$ cat config.mk
export PLATFORM = sky130hd
export DESIGN_NAME = pll_lock_supervisor
export DESIGN_NICKNAME = d
export VERILOG_FILES = /design/src/rtl/pll_sup_pkg.sv /design/src/rtl/sync_2ff.sv /design/src/rtl/pll_lock_supervisor.sv
export SDC_FILE = /design/constraint.sdc
export NUM_CORES = 1
export LEC_CHECK = 0
export BUFFER_PORTS_ARGS = -buffer_cell sky130_fd_sc_hd__buf_2
export CAP_MARGIN = 20
export CELL_PAD_IN_SITES_DETAIL_PLACEMENT = 1
export CELL_PAD_IN_SITES_GLOBAL_PLACEMENT = 2
export CORE_MARGIN = 2
export CORE_UTILIZATION = 37
export DETAILED_ROUTE_END_ITERATION = 8
export GPL_TIMING_DRIVEN = 0
export PLACE_DENSITY_LB_ADDON = 0.1
export SLEW_MARGIN = 5
export SYNTH_ARGS = -nofsm -noshare
export SYNTH_HDL_FRONTEND = slang
export SYNTH_HIERARCHICAL = 1
export SYNTH_SLANG_ARGS = --single-unit
export TNS_END_PERCENT = 20
$ cat constraint.sdc
create_clock -name clk -period 2.8 [get_ports clk]
set_input_delay 0.84 -clock clk [delete_from_list [all_inputs] [get_ports clk]]
set_output_delay 0.84 -clock clk [all_outputs]
set_load 0.02 [all_outputs]
$ cat src/rtl/pll_sup_pkg.sv
// Shared definitions for the PLL lock supervisor.
//   - pll_sup_state_e : supervisor state encoding
//   - RELOCK_W/RETRY_W: widths of the relock and retry counters
//   - DEF_*           : default cycle counts for the 50 MHz board clock
//   - sat_inc         : saturating increment for 8-bit status counters
package pll_sup_pkg;

   typedef enum logic [2:0] {
      RESET_PLL = 3'd0,
      WAIT_LOCK = 3'd1,
      DEBOUNCE  = 3'd2,
      RUN       = 3'd3,
      FAIL      = 3'd4
   } pll_sup_state_e;

   localparam int unsigned RELOCK_W = 8;
   localparam int unsigned RETRY_W  = 8;

   // 50 MHz board clock: 1 ms lock window, ~20 us stability window
   localparam int unsigned DEF_RST_CYCLES    = 16;
   localparam int unsigned DEF_LOCK_TIMEOUT  = 50000;
   localparam int unsigned DEF_STABLE_CYCLES = 1024;
   localparam int unsigned DEF_MAX_RETRY     = 8;
   localparam int unsigned DEF_CNT_W         = 16;

   function automatic logic [RELOCK_W-1:0] sat_inc(input logic [RELOCK_W-1:0] v);
      return (v == '1) ? v : v + RELOCK_W'(1);
   endfunction

endpackage

$ cat src/rtl/sync_2ff.sv
// Generic two-flop synchronizer for slow status bits crossing into clk.
//   clk   : destination clock
//   rst_n : async active-low reset, both stages clear to 0
//   i_d   : asynchronous input
//   o_q   : synchronized output, two clk cycles of latency
module sync_2ff #(
   parameter int unsigned W = 1
) (
   input  logic         clk,
   input  logic         rst_n,
   input  logic [W-1:0] i_d,
   output logic [W-1:0] o_q
);

   logic [W-1:0] r_meta;
   logic [W-1:0] r_sync;

   always_ff @(posedge clk or negedge rst_n) begin
      if (!rst_n) begin
         r_meta <= '0;
         r_sync <= '0;
      end else begin
         r_meta <= i_d;
         r_sync <= r_meta;
      end
   end

   assign o_q = r_sync;

endmodule

$ cat src/rtl/pll_lock_supervisor.sv
// PLL lock supervisor: pulses the PLL reset, qualifies the asynchronous lock
// indication, and releases the downstream domain reset only after lock has
// been stable. Runs on the board clock that also feeds the PLL input.
//   clk        : free-running 50 MHz board clock
//   rst_n      : async active-low reset
//   pll_lock   : PLL lock, asynchronous to clk
//   clr_sticky : one-cycle pulse clearing lock_lost
//   pll_rst    : PLL RST, active high
//   dom_rst_n  : downstream domain reset, active low
//   locked     : high while running on a qualified lock
//   lock_lost  : sticky, lock dropped while running
//   relock_cnt : saturating count of lock losses while running
//   pll_fail   : retry limit exhausted (0 unless feature enabled)
// Optional feature macro: PLL_LOCK_SUP_RETRY_LIMIT_EN (retry limit + FAIL state).
module pll_lock_supervisor
   import pll_sup_pkg::*;
#(
   parameter int unsigned RST_CYCLES    = DEF_RST_CYCLES,
   parameter int unsigned LOCK_TIMEOUT  = DEF_LOCK_TIMEOUT,
   parameter int unsigned STABLE_CYCLES = DEF_STABLE_CYCLES,
   parameter int unsigned MAX_RETRY     = DEF_MAX_RETRY,
   parameter int unsigned CNT_W         = DEF_CNT_W
) (
   input  logic                clk,
   input  logic                rst_n,
   input  logic                pll_lock,
   input  logic                clr_sticky,
   output logic                pll_rst,
   output logic                dom_rst_n,
   output logic                locked,
   output logic                lock_lost,
   output logic [RELOCK_W-1:0] relock_cnt,
   output logic                pll_fail
);

   pll_sup_state_e      r_state;
   pll_sup_state_e      w_state_nxt;
   logic [CNT_W-1:0]    r_cnt;
   logic [CNT_W-1:0]    w_cnt_nxt;
   logic                r_pll_rst;
   logic                r_dom_rst_n;
   logic                r_locked;
   logic                r_lock_lost;
   logic                w_lock_lost_nxt;
   logic [RELOCK_W-1:0] r_relock_cnt;
   logic [RELOCK_W-1:0] w_relock_cnt_nxt;
   logic                w_lock_s;

`ifdef PLL_LOCK_SUP_RETRY_LIMIT_EN
   logic [RETRY_W-1:0]  r_retry;
   logic [RETRY_W-1:0]  w_retry_nxt;
   logic [RETRY_W-1:0]  w_retry_inc;
   logic                r_pll_fail;
`else
   logic                w_unused_cfg;
   assign w_unused_cfg = ^MAX_RETRY;
`endif

   // Lock crosses in from the PLL's analog domain
   sync_2ff #(.W(1)) u_lock_sync (
      .clk   (clk),
      .rst_n (rst_n),
      .i_d   (pll_lock),
      .o_q   (w_lock_s)
   );

   // State and registered outputs
   always_ff @(posedge clk or negedge rst_n) begin
      if (!rst_n) begin
         r_state      <= RESET_PLL;
         r_cnt        <= '0;
         r_pll_rst    <= 1'b1;
         r_dom_rst_n  <= 1'b0;
         r_locked     <= 1'b0;
         r_lock_lost  <= 1'b0;
         r_relock_cnt <= '0;
`ifdef PLL_LOCK_SUP_RETRY_LIMIT_EN
         r_retry      <= '0;
         r_pll_fail   <= 1'b0;
`endif
      end else begin
         r_state      <= w_state_nxt;
         r_cnt        <= w_cnt_nxt;
         // Outputs follow the next state so they move on the transition edge
         r_pll_rst    <= (w_state_nxt == RESET_PLL) || (w_state_nxt == FAIL);
         r_dom_rst_n  <= (w_state_nxt == RUN);
         r_locked     <= (w_state_nxt == RUN);
         r_lock_lost  <= w_lock_lost_nxt;
         r_relock_cnt <= w_relock_cnt_nxt;
`ifdef PLL_LOCK_SUP_RETRY_LIMIT_EN
         r_retry      <= w_retry_nxt;
         r_pll_fail   <= (w_state_nxt == FAIL);
`endif
      end
   end

   // Next-state logic
   always_comb begin
      w_state_nxt      = r_state;
      w_cnt_nxt        = r_cnt;
      w_relock_cnt_nxt = r_relock_cnt;
      // Clear applies unless a loss below sets the flag on the same edge
      w_lock_lost_nxt  = clr_sticky ? 1'b0 : r_lock_lost;
`ifdef PLL_LOCK_SUP_RETRY_LIMIT_EN
      w_retry_nxt      = r_retry;
      w_retry_inc      = (r_retry == '1) ? r_retry : r_retry + RETRY_W'(1);
`endif

      case (r_state)
         RESET_PLL: begin
            if (r_cnt == CNT_W'(RST_CYCLES - 32'd1)) begin
               w_state_nxt = WAIT_LOCK;
               w_cnt_nxt   = '0;
            end else begin
               w_cnt_nxt   = r_cnt + CNT_W'(1);
            end
         end

         WAIT_LOCK: begin
            if (w_lock_s) begin
               w_state_nxt = DEBOUNCE;
               w_cnt_nxt   = '0;
            end else if (r_cnt == CNT_W'(LOCK_TIMEOUT - 32'd1)) begin
               w_cnt_nxt   = '0;
`ifdef PLL_LOCK_SUP_RETRY_LIMIT_EN
               w_retry_nxt = w_retry_inc;
               w_state_nxt = (w_retry_inc >= RETRY_W'(MAX_RETRY)) ? FAIL : RESET_PLL;
`else
               w_state_nxt = RESET_PLL;
`endif
            end else begin
               w_cnt_nxt   = r_cnt + CNT_W'(1);
            end
         end

         DEBOUNCE: begin
            // Any drop restarts qualification, including the lock timeout
            if (!w_lock_s) begin
               w_state_nxt = WAIT_LOCK;
               w_cnt_nxt   = '0;
            end else if (r_cnt == CNT_W'(STABLE_CYCLES - 32'd1)) begin
               w_state_nxt = RUN;
               w_cnt_nxt   = '0;
`ifdef PLL_LOCK_SUP_RETRY_LIMIT_EN
               w_retry_nxt = '0;
`endif
            end else begin
               w_cnt_nxt   = r_cnt + CNT_W'(1);
            end
         end

         RUN: begin
            if (!w_lock_s) begin
               w_state_nxt      = RESET_PLL;
               w_cnt_nxt        = '0;
               w_lock_lost_nxt  = 1'b1;
               w_relock_cnt_nxt = sat_inc(r_relock_cnt);
            end
         end

`ifdef PLL_LOCK_SUP_RETRY_LIMIT_EN
         FAIL: begin
            // Terminal until rst_n
            w_cnt_nxt = '0;
         end
`endif

         default: begin
            w_state_nxt = RESET_PLL;
            w_cnt_nxt   = '0;
         end
      endcase
   end

   assign pll_rst    = r_pll_rst;
   assign dom_rst_n  = r_dom_rst_n;
   assign locked     = r_locked;
   assign lock_lost  = r_lock_lost;
   assign relock_cnt = r_relock_cnt;
`ifdef PLL_LOCK_SUP_RETRY_LIMIT_EN
   assign pll_fail   = r_pll_fail;
`else
   assign pll_fail   = 1'b0;
`endif

endmodule
After elaboration in Yosys (flattened, before gate mapping)
Cells that the tools add are included.
{ "word_totals": {"reg_bits": 32, "inputBits": 4, "output_inout_bits": 13} }
{ "classes": {"addsub": 2, "eq_ne": 10, "mux": 17, "bitwise": 2, "reduce_logical": 4} }
{ "ops": {"columns": ["operator", "n"], "rows": [
  ["$mux W16", 6],
  ["$pmux W16 S4", 1],
  ["$mux W3", 6],
  ["$add A16 B1 Y16 const B", 1],
  ["$eq A16 B10 Y1 const B", 1],
  ["$eq A16 B16 Y1 const B", 1],
  ["$eq A16 B4 Y1 const B", 1],
  ["$pmux W3 S4", 1],
  ["$eq A3 B2 Y1 const B", 3],
  ["$add A8 B1 Y8 const B", 1],
  ["$eq A8 B8 Y1 const B", 1],
  ["$logic_not A3 Y1", 2],
  ["$eq A3 B1 Y1 const B", 1],
  ["$eq A3 B3 Y1 const B", 1],
  ["$mux W1", 3],
  ["$reduce_and A3 Y1", 1],
  ["$ne A2 B2 Y1 const B", 1],
  ["$not A1 Y1", 2],
  ["$logic_or A1 B1 Y1", 1]
]} }

Longest topological paths before layout
Gate-level depths: netlist of run 1.
{ "depth": {"ltp_word": 6, "ltp_mapped": 7, "depth_no_buf": 6} }

By module
The synthesis of run 1 kept the hierarchy.
{ "modules_own_cells": {"columns": ["mod", "instances", "cells_per_inst", "area_each_um2", "seq_area_each_um2"], "rows": [
  ["pll_lock_supervisor", 1, 174, 1715.4, 752.0],
  ["sync_2ff", 1, 2, 50.0, 50.0]
]} }

Least setup slack after synthesis of run 1
No wires, ideal clock.
{ "synth_timing": {"path_type": "reg-to-reg", "startpoint": "register r_cnt[12]", "endpoint": "register r_cnt[2]", "setup_time_ps": 131, "arrival_time_ps": 1882, "slack_ps": 786, "path_stages_with_launch": 7, "path_buffers": 1, "synth_period_minus_slack_ps": 2014, "path_cell_list": "dfrtp_1 or4_4 nor4_4 nor4_4 nor4_4 buf_6 o22ai_1"} }
{ "synth_between": {"elab_chain_len": 4} }
{ "synth_lines": {"columns": ["item", "line", "text"], "rows": [
  ["start, declared", "pll_lock_supervisor.sv:38", "logic [CNT_W-1:0] r_cnt;"],
  ["start signal, assigned", "pll_lock_supervisor.sv:83", "r_cnt <= w_cnt_nxt;"],
  ["$eq A16 B10 Y1 or $eq A16 B16 Y1 (tied branches)", "pll_lock_supervisor.sv:141, pll_lock_supervisor.sv:123", null],
  ["$mux W16, on equally long branches", "pll_lock_supervisor.sv:141, pll_lock_supervisor.sv:123", null],
  ["$mux W16, on equally long branches", "pll_lock_supervisor.sv:138, pll_lock_supervisor.sv:120", null],
  ["$pmux W16 S4 *", "pll_lock_supervisor.sv:109", "case (r_state)"]
]} }
Every way passes the cells marked *; elsewhere a longest branch is shown, timed or not.
A chain may end at the register's enable or synchronous reset.

Worst setup path in the final report of run 1
{ "layout_timing": {"startpoint": "register r_cnt[12]", "endpoint": "register r_cnt[6]"} }
The elaborated chain is that of the path after synthesis.

==> results by group, run 1 <==
Outcome
  • Outcome: completed

STA
  • Final max-slew violation count: 0
  • RSZ-0062 raised after global routing: no
  • Final setup fails: 0
  • Layout Skew: 5.60 ps
  • Max Clk Rate: between 0.4 and 0.5 GHz
  • Worst Max-Slew Pin Slew: 746 ps
  • Final hold violation count: 0
  • Hold Slack: about 360 ps
  • Setup TNS: 0 ps
  • Fin crit period: between 2000 and 2500 ps
  • Slew margin rel.: between 40% and 50%
  • Final period utilization: 82.1%

Routing
  • Vias: about 1.5k
  • Drt wl/cell: 17.3 um
  • Pre-antenna DRT Iters: 4
  • WL final: around 4400 um
  • Routed Antenna Nets: 0
  • Initial drt markers: 85
  • Via/cell ratio: 5.76
  • DRC Markers: 0

Layout
  • Fin util: approximately 43%
  • Area growth, synth to finish: 14.4%
  • Fin cells: 254
  • Layout cells sized above 1: about a quarter
  • Most frequent cells in the layout: dfrtp_1, nand2_1, nor2_1, buf_2, o21ai_0
  • Final nets: around 210
  • Leading cell type in the layout, fill and taps excluded: dfrtp_1
  • Ant. Diodes: 0
  • # fillers: 539

Min path
  • Worst Hold Class: register to register

Floorplanning
  • Die H: roughly 73 um
  • Starting density of the core: roughly 38%
  • Die Span X: 73.1 um
  • Core area: 4660 um2
  • # rows: 25
  • DIE AREA: between 5000 and 6000 um2
  • Io pins: 17

Clocking
  • CTS max path bufs: 2
  • Reg clk slew, reported paths: 70 ps
  • # H-tree levels: 2
  • CTS sink count: 32
  • Hold Buf Count CTS: 0
  • Setup bufs post-CTS: 0
  • CTS tree: done
  • Clock Latency Late Sink: 280 ps
  • Num CTS Buffers: 5
  • Resized Gates After CTS: 0
  • Root Driver: clkbuf_8

Synthesis
  • Main synth FF type: dfrtp_1
  • Sequential area share after synthesis: 45.4%
  • EDFF count, synth: 0
  • Yosys top cell area share: a little over two fifths
  • Share of synthesized registers carrying an async set or reset: 100%
  • Cell count after synthesis: between 150 and 200
  • Synthesized area per cell: approximately 10 um2
  • Largest cells by area after synthesis: dfrtp_1, nand2_1, nor4_4, nor2_1, o21ai_0
  • Yosys top cell by area: dfrtp_1
  • Ys Warns: 6
  • Synthesized area: 1770 um2
  • Seq cells post-synth: 32
  • Synth cell types: 44

Power
  • Seq pwr share: 50.0%
  • Power per cell area: approximately 470 nW/um2
  • Sw frac: between 20% and 30%
  • Lkg Pwr: 0.915 nW
  • Clock network power share: ~46%
  • Psw: a little over 0.0002 W
  • Max rail drop VDD: approximately 0.2 mV
  • Power Total: ~0.00095 W
  • Combinational power share: 3.8%
  • Pint: around 0.00074 W

Worst setup path
  • Crit. End Element: register
  • CP Data Required Time: 2960 ps
  • Setup CP Type: register to register
  • Worst setup SP type: register
  • Crit Path Max Fanout: 10
  • Crit path DAT: roughly 2500 ps

Global routing
  • Gr usage total: a little under a fifth
  • First-pass GRT wire length: ~7500 um
  • Initial antenna violation count: 0
  • Largest net degree at the start of global routing: 33
  • GRT Residual Overflow: 0
  • Number of global-route vias before repair: 1576

Placement
  • Port Buf Inserts: 15
  • Cell total after placement: between 200 and 250
  • GP Congestion: around 0.81
  • DP HPWL: 3130 um

Job
  • Total of max-cap violations: 0
[kinds of logic after synthesis]
group / after synthesis / synth area share, %
adders and majority gates: 2 / 1.42
buffers and inverters: 11 / 4.18
other: 1 / 0.212
muxes: 4 / 2.34
xor gates and xnor gates: 9 / 4.46
DFF: 32 / 45.4
AOI/OAI and AO/OA: 34 / 13.5
and+or+nand+nor: 83 / 28.5
[cells in the mapped netlist (2+ instances only)]
master,number
nand4_1,8
o21ai_0,11
or2b_1,2
inv_1,3
nor4_4,3
o22ai_1,4
nor3_1,6
or3_1,2
ha_1,2
a21oi_2,2
o21ai_2,5
xnor2_1,5
buf_4,5
nand2_1,17
mux2i_1,3
o31ai_1,7
and3_1,5
nand3_1,7
nor2_1,15
dfrtp_1,31
nor4_1,4
and3_2,2
xor2_1,4
nand2b_1,3
[critical path, stage by stage, from the launching register on]
cell     delay, ps
dfrtp_1        460
or4_4          590
nor4_4         340
nor4_4         160
nor4_4         310
buf_6          220
o22ai_1         80
[power by group through the flow]
stage	Clock [W]	Sequential, W	Combinational (W)
6_report	0.000438	0.000473	0.0000357
5_1_grt	0.000469	0.000474	0.0000415
4_1_cts	0.000451	0.000473	0.0000372
3_5_place_dp	0	0.000482	0.0000372
3_3_place_gp	0	0.000482	0.0000362
2_1_floorplan	0	0.000481	0.0000203
[state kept, by name (all words and copies together), names as in the netlist]
signal,flops
r_state,3
locked,1
u_lock_sync/r_meta,1
lock_lost,1
relock_cnt,8
r_cnt,16
u_lock_sync/o_q,1
pll_rst,1
[layout make-up]
cell class,instances,area [um2],area share (%)
buffer,8,62.6,3.10
clock buffer,6,72.6,3.59
clock inverter,2,35.0,1.73
inverter,3,11.3,0.558
multi-input combinational,134,893,44.2
sequential,32,802,39.7
tap,54,67.6,3.35
timing repair buffer,15,75.1,3.72
[worst paths after layout]
path | slack (ps) | start | to | cells past startpoint
max | 500 | r_cnt[12] | r_cnt[6] | 6
min | 360 | u_lock_sync/r_meta | u_lock_sync/o_q | 0
max reg2reg | 500 | r_cnt[12] | r_cnt[6] | 6
min reg2reg | 360 | u_lock_sync/r_meta | u_lock_sync/o_q | 0
max in group asynchronous | 1730 | rst_n | lock_lost | 1
min in group asynchronous | 610 | rst_n | r_cnt[12] | 1
[per-stage QoR]
| stage | area [um2] | worst slack (ps) |
|---|---|---|
| detailed placement | 1910 | 531 |
| CTS | 2020 | 504 |
| global placement | 1910 | 575 |
| floorplan | 1770 | 786 |
| global route | 2020 | 403 |
| finish | 2020 | 502 |
[per-layer routing]
metal	wire length (um)	up-vias	part of all wire [%]	GRT usage, %
li1	-	689	-	-
met1	1910	738	43	21.6
met2	2270	26	52	31.9
met3	128	10	2.9	4.14
met4	87	0	2.0	8.02
met5	0	-	0	0
Power figures use the tool's default switching activity.
==> run 2, diff against run 1 <==
Settings changed: CORE_UTILIZATION 37 to 34.
Clock period 2.8 ns to 2.1 ns, I/O delays scaled along.
==> results by group, run 2 (synthesis gave the netlist of run 1 again) <==
Worst setup path
  • Worst r2r path cells: 7 (+1)
  • CP bufs+invs: 2 (+1)
  • CP Data Required Time: 2270 ps (-690 ps)
  • Slowest cell on crit path: or4_4
  • Worst setup SP type: register
  • Cell mode on critical path: nor4_4
  • Reg-to-reg slack, setup: -70 ps (-570 ps)
  • Reg-to-Reg Start: r_cnt[13]
  • R2R Path End: r_cnt[2]
  • Top cell family by delay on the critical path: simple AND/OR/NAND/NOR gates
  • Worst-path cell chain: or4_4 -> nor4_4 -> nor4_4 -> nor4_4 -> buf_4 -> buf_6 -> o22ai_1
  • Crit path DAT: 2330 ps (-120 ps)
  • Crit Path Max Fanout: 5 (-5)
  • Crit. End Element: register
  • Crit-path max cell delay: 560 ps (-30 ps)
  • Setup CP Type: register to register

Job
  • Total of max-cap violations: 0 (unchanged)

Layout
  • Max reg flops: 16 (unchanged)
  • Most frequent cells in the layout: dfrtp_1, buf_4, nand2_1, nor2_1, buf_2
  • Layout cells sized above 1: 35.8% (+11 points)
  • Final nets: 220 (+7.3%)
  • Area growth, synth to finish: 27.3%
  • # fillers: 602 (+12%)
  • Fin util: 44.3% (+0.95 points)
  • Ant. Diodes: 0 (unchanged)
  • Top reg by flops: r_cnt
  • Leading cell type in the layout, fill and taps excluded: dfrtp_1

Placement
  • GP Congestion: 0.805 (-0.96%)
  • Port Buf Inserts: 15 (unchanged)
  • DP HPWL: 3080 um (-1.6%)
  • Pre-CTS setup slack: -157 ps (-688 ps)

STA
  • Final setup fails: 12 (+12)
  • Setup TNS: -465 ps (-465 ps)
  • Worst Max-Slew Pin Slew: 735 ps (-10.7 ps)
  • Final period utilization: 103% (+21 points)
  • RSZ-0062 raised after global routing: yes
  • Slew margin rel.: 51.0% (+1.1 points)
  • Slack of the critical path: -67.2 ps (-569 ps)
  • Final max-slew violation count: 0 (unchanged)
  • Max Clk Rate: 0.461 GHz (+6.1%)
  • Final hold violation count: 0 (unchanged)
  • Layout Skew: 6.93 ps (+1.33 ps)
  • Fin crit period: 2170 ps (-131 ps)

Floorplanning
  • # rows: 26 (+4.0%)
  • Io pins: 17 (unchanged)
  • Die Span X: 76.1 um (+4.1%)
  • Core area: 5070 um2 (+8.9%)
  • DIE AREA: 5790 um2 (+8.3%)
  • Die H: 76.1 um (+4.1%)
  • Starting density of the core: 34.8% (-3.1 points)

Power
  • Sw frac: 22.8% (+1.2 points)
  • Clock network power share: 46.5% (+0.2 points)
  • Power per cell area: 576 nW/um2 (+23%)
  • Seq pwr share: 48.8% (-1.2 points)
  • Combinational power share: 4.7% (+0.9 points)
  • Psw: 0.000296 W (+44%)
  • Lkg Pwr: 1.01 nW (+10%)
  • Pint: 0.000998 W (+34%)
  • Max rail drop VDD: 0.236 mV (+19%)

Outcome
  • Outcome: finished, violations left
  • Failing checks: setup timing

Clocking
  • Num CTS Buffers: 5 (unchanged)
  • CTS sink count: 32 (unchanged)
  • Clock Latency Late Sink: 290 ps (about the same)
  • # H-tree levels: 2 (unchanged)
  • Hold Buf Count CTS: 0 (unchanged)
  • Reg clk slew, reported paths: 80 ps (about the same)
  • CTS max path bufs: 2 (unchanged)
  • CTS tree: done
  • Root Driver: clkbuf_8

Min path
  • Worst Hold Path Cells: 0 (unchanged)
  • Worst Hold Class: register to register
  • Worst Min Path Start: u_lock_sync/r_meta
  • WHS Endpoint: u_lock_sync/o_q

Global routing
  • Initial antenna violation count: 0 (unchanged)
  • Gr usage total: 17.6% (-0.80 points)
  • Number of global-route vias before repair: 1555 (-1.3%)
  • First-pass GRT wire length: 7940 um (+6.0%)
  • GRT Residual Overflow: 0 (unchanged)
  • Largest net degree at the start of global routing: 33 (unchanged)

Routing
  • Drt wl/cell: 16.7 um (-3.5%)
  • Initial drt markers: 92 (+8.2%)
  • Pre-antenna DRT Iters: 4 (unchanged)
  • DRC Markers: 0 (unchanged)
  • Vias: 1534 (+4.9%)
  • Via/cell ratio: 5.38 (-6.6%)
  • Routed Antenna Nets: 0 (unchanged)
  • WL final: 4750 um (+8.3%)
run 2: changes by cell type in the layout (fill, tap and decap cells not counted), sizes merged:
cell / previous run / this run
buf: 21 / 37
clkbuf: 7 / 5
clkinvlp: 0 / 1
run 2: repair_timing:
action                                  in CTS  in global routing
buffers inserted                             9                  6
endpoints found under the setup margin      18                 19
gates resized for setup                     12                  6
gates cloned                                 1                  0
pin swaps                                   11                  7
run 2: power groups by stage:
stage	logic, W	registers [W]	clock network [W]
CTS	0.0000619	0.000631	0.000620
global placement	0.0000486	0.000642	0
floorplan	0.0000271	0.000641	0
global route	0.0000688	0.000632	0.000645
detailed placement	0.0000501	0.000643	0
finish	0.0000613	0.000631	0.000602
run 2: cell type report:
cell class	instances	area [um2]	share of cell area, %
flip-flops and latches	32	807	35.9
clock buffers	5	68.8	3.06
inverters	3	11.3	0.501
plain buffers	7	61.3	2.73
well taps	70	87.6	3.90
clock inverters	3	42.5	1.89
multi-input cells	134	957	42.6
repair buffers	31	211	9.41
run 2: worst max path at each step:
stage | startpoint | to | cells after the start
after detailed placement | r_cnt[12] | r_cnt[3] | 6
after global placement | r_cnt[12] | r_cnt[3] | 6
after global routing | r_cnt[15] | r_cnt[2] | 7
after floorplan | r_cnt[12] | r_cnt[2] | 6
after CTS | r_cnt[8] | r_cnt[6] | 8
final | r_cnt[13] | r_cnt[2] | 7
run 2: through the flow:
step	area [um2]	total power, W	std cells	hold WS (ps)
3_3_place_gp	1930	0.000691	262	332
5_1_grt	2250	0.00135	285	379
6_report	2250	0.00129	285	355
4_1_cts	2170	0.00131	279	356
2_1_floorplan	1770	0.000668	177	331
3_5_place_dp	1930	0.000693	262	337
run 2: metal layers:
layer | share of wire [%] | routed length (um) | up-vias | track usage [%]
li1 | - | - | 719 | -
met1 | 46 | 2190 | 787 | 22.5
met2 | 50 | 2370 | 24 | 29.0
met3 | 2.9 | 140 | 4 | 4.15
met4 | 1.1 | 51 | 0 | 6.73
met5 | 0 | 0 | - | 0
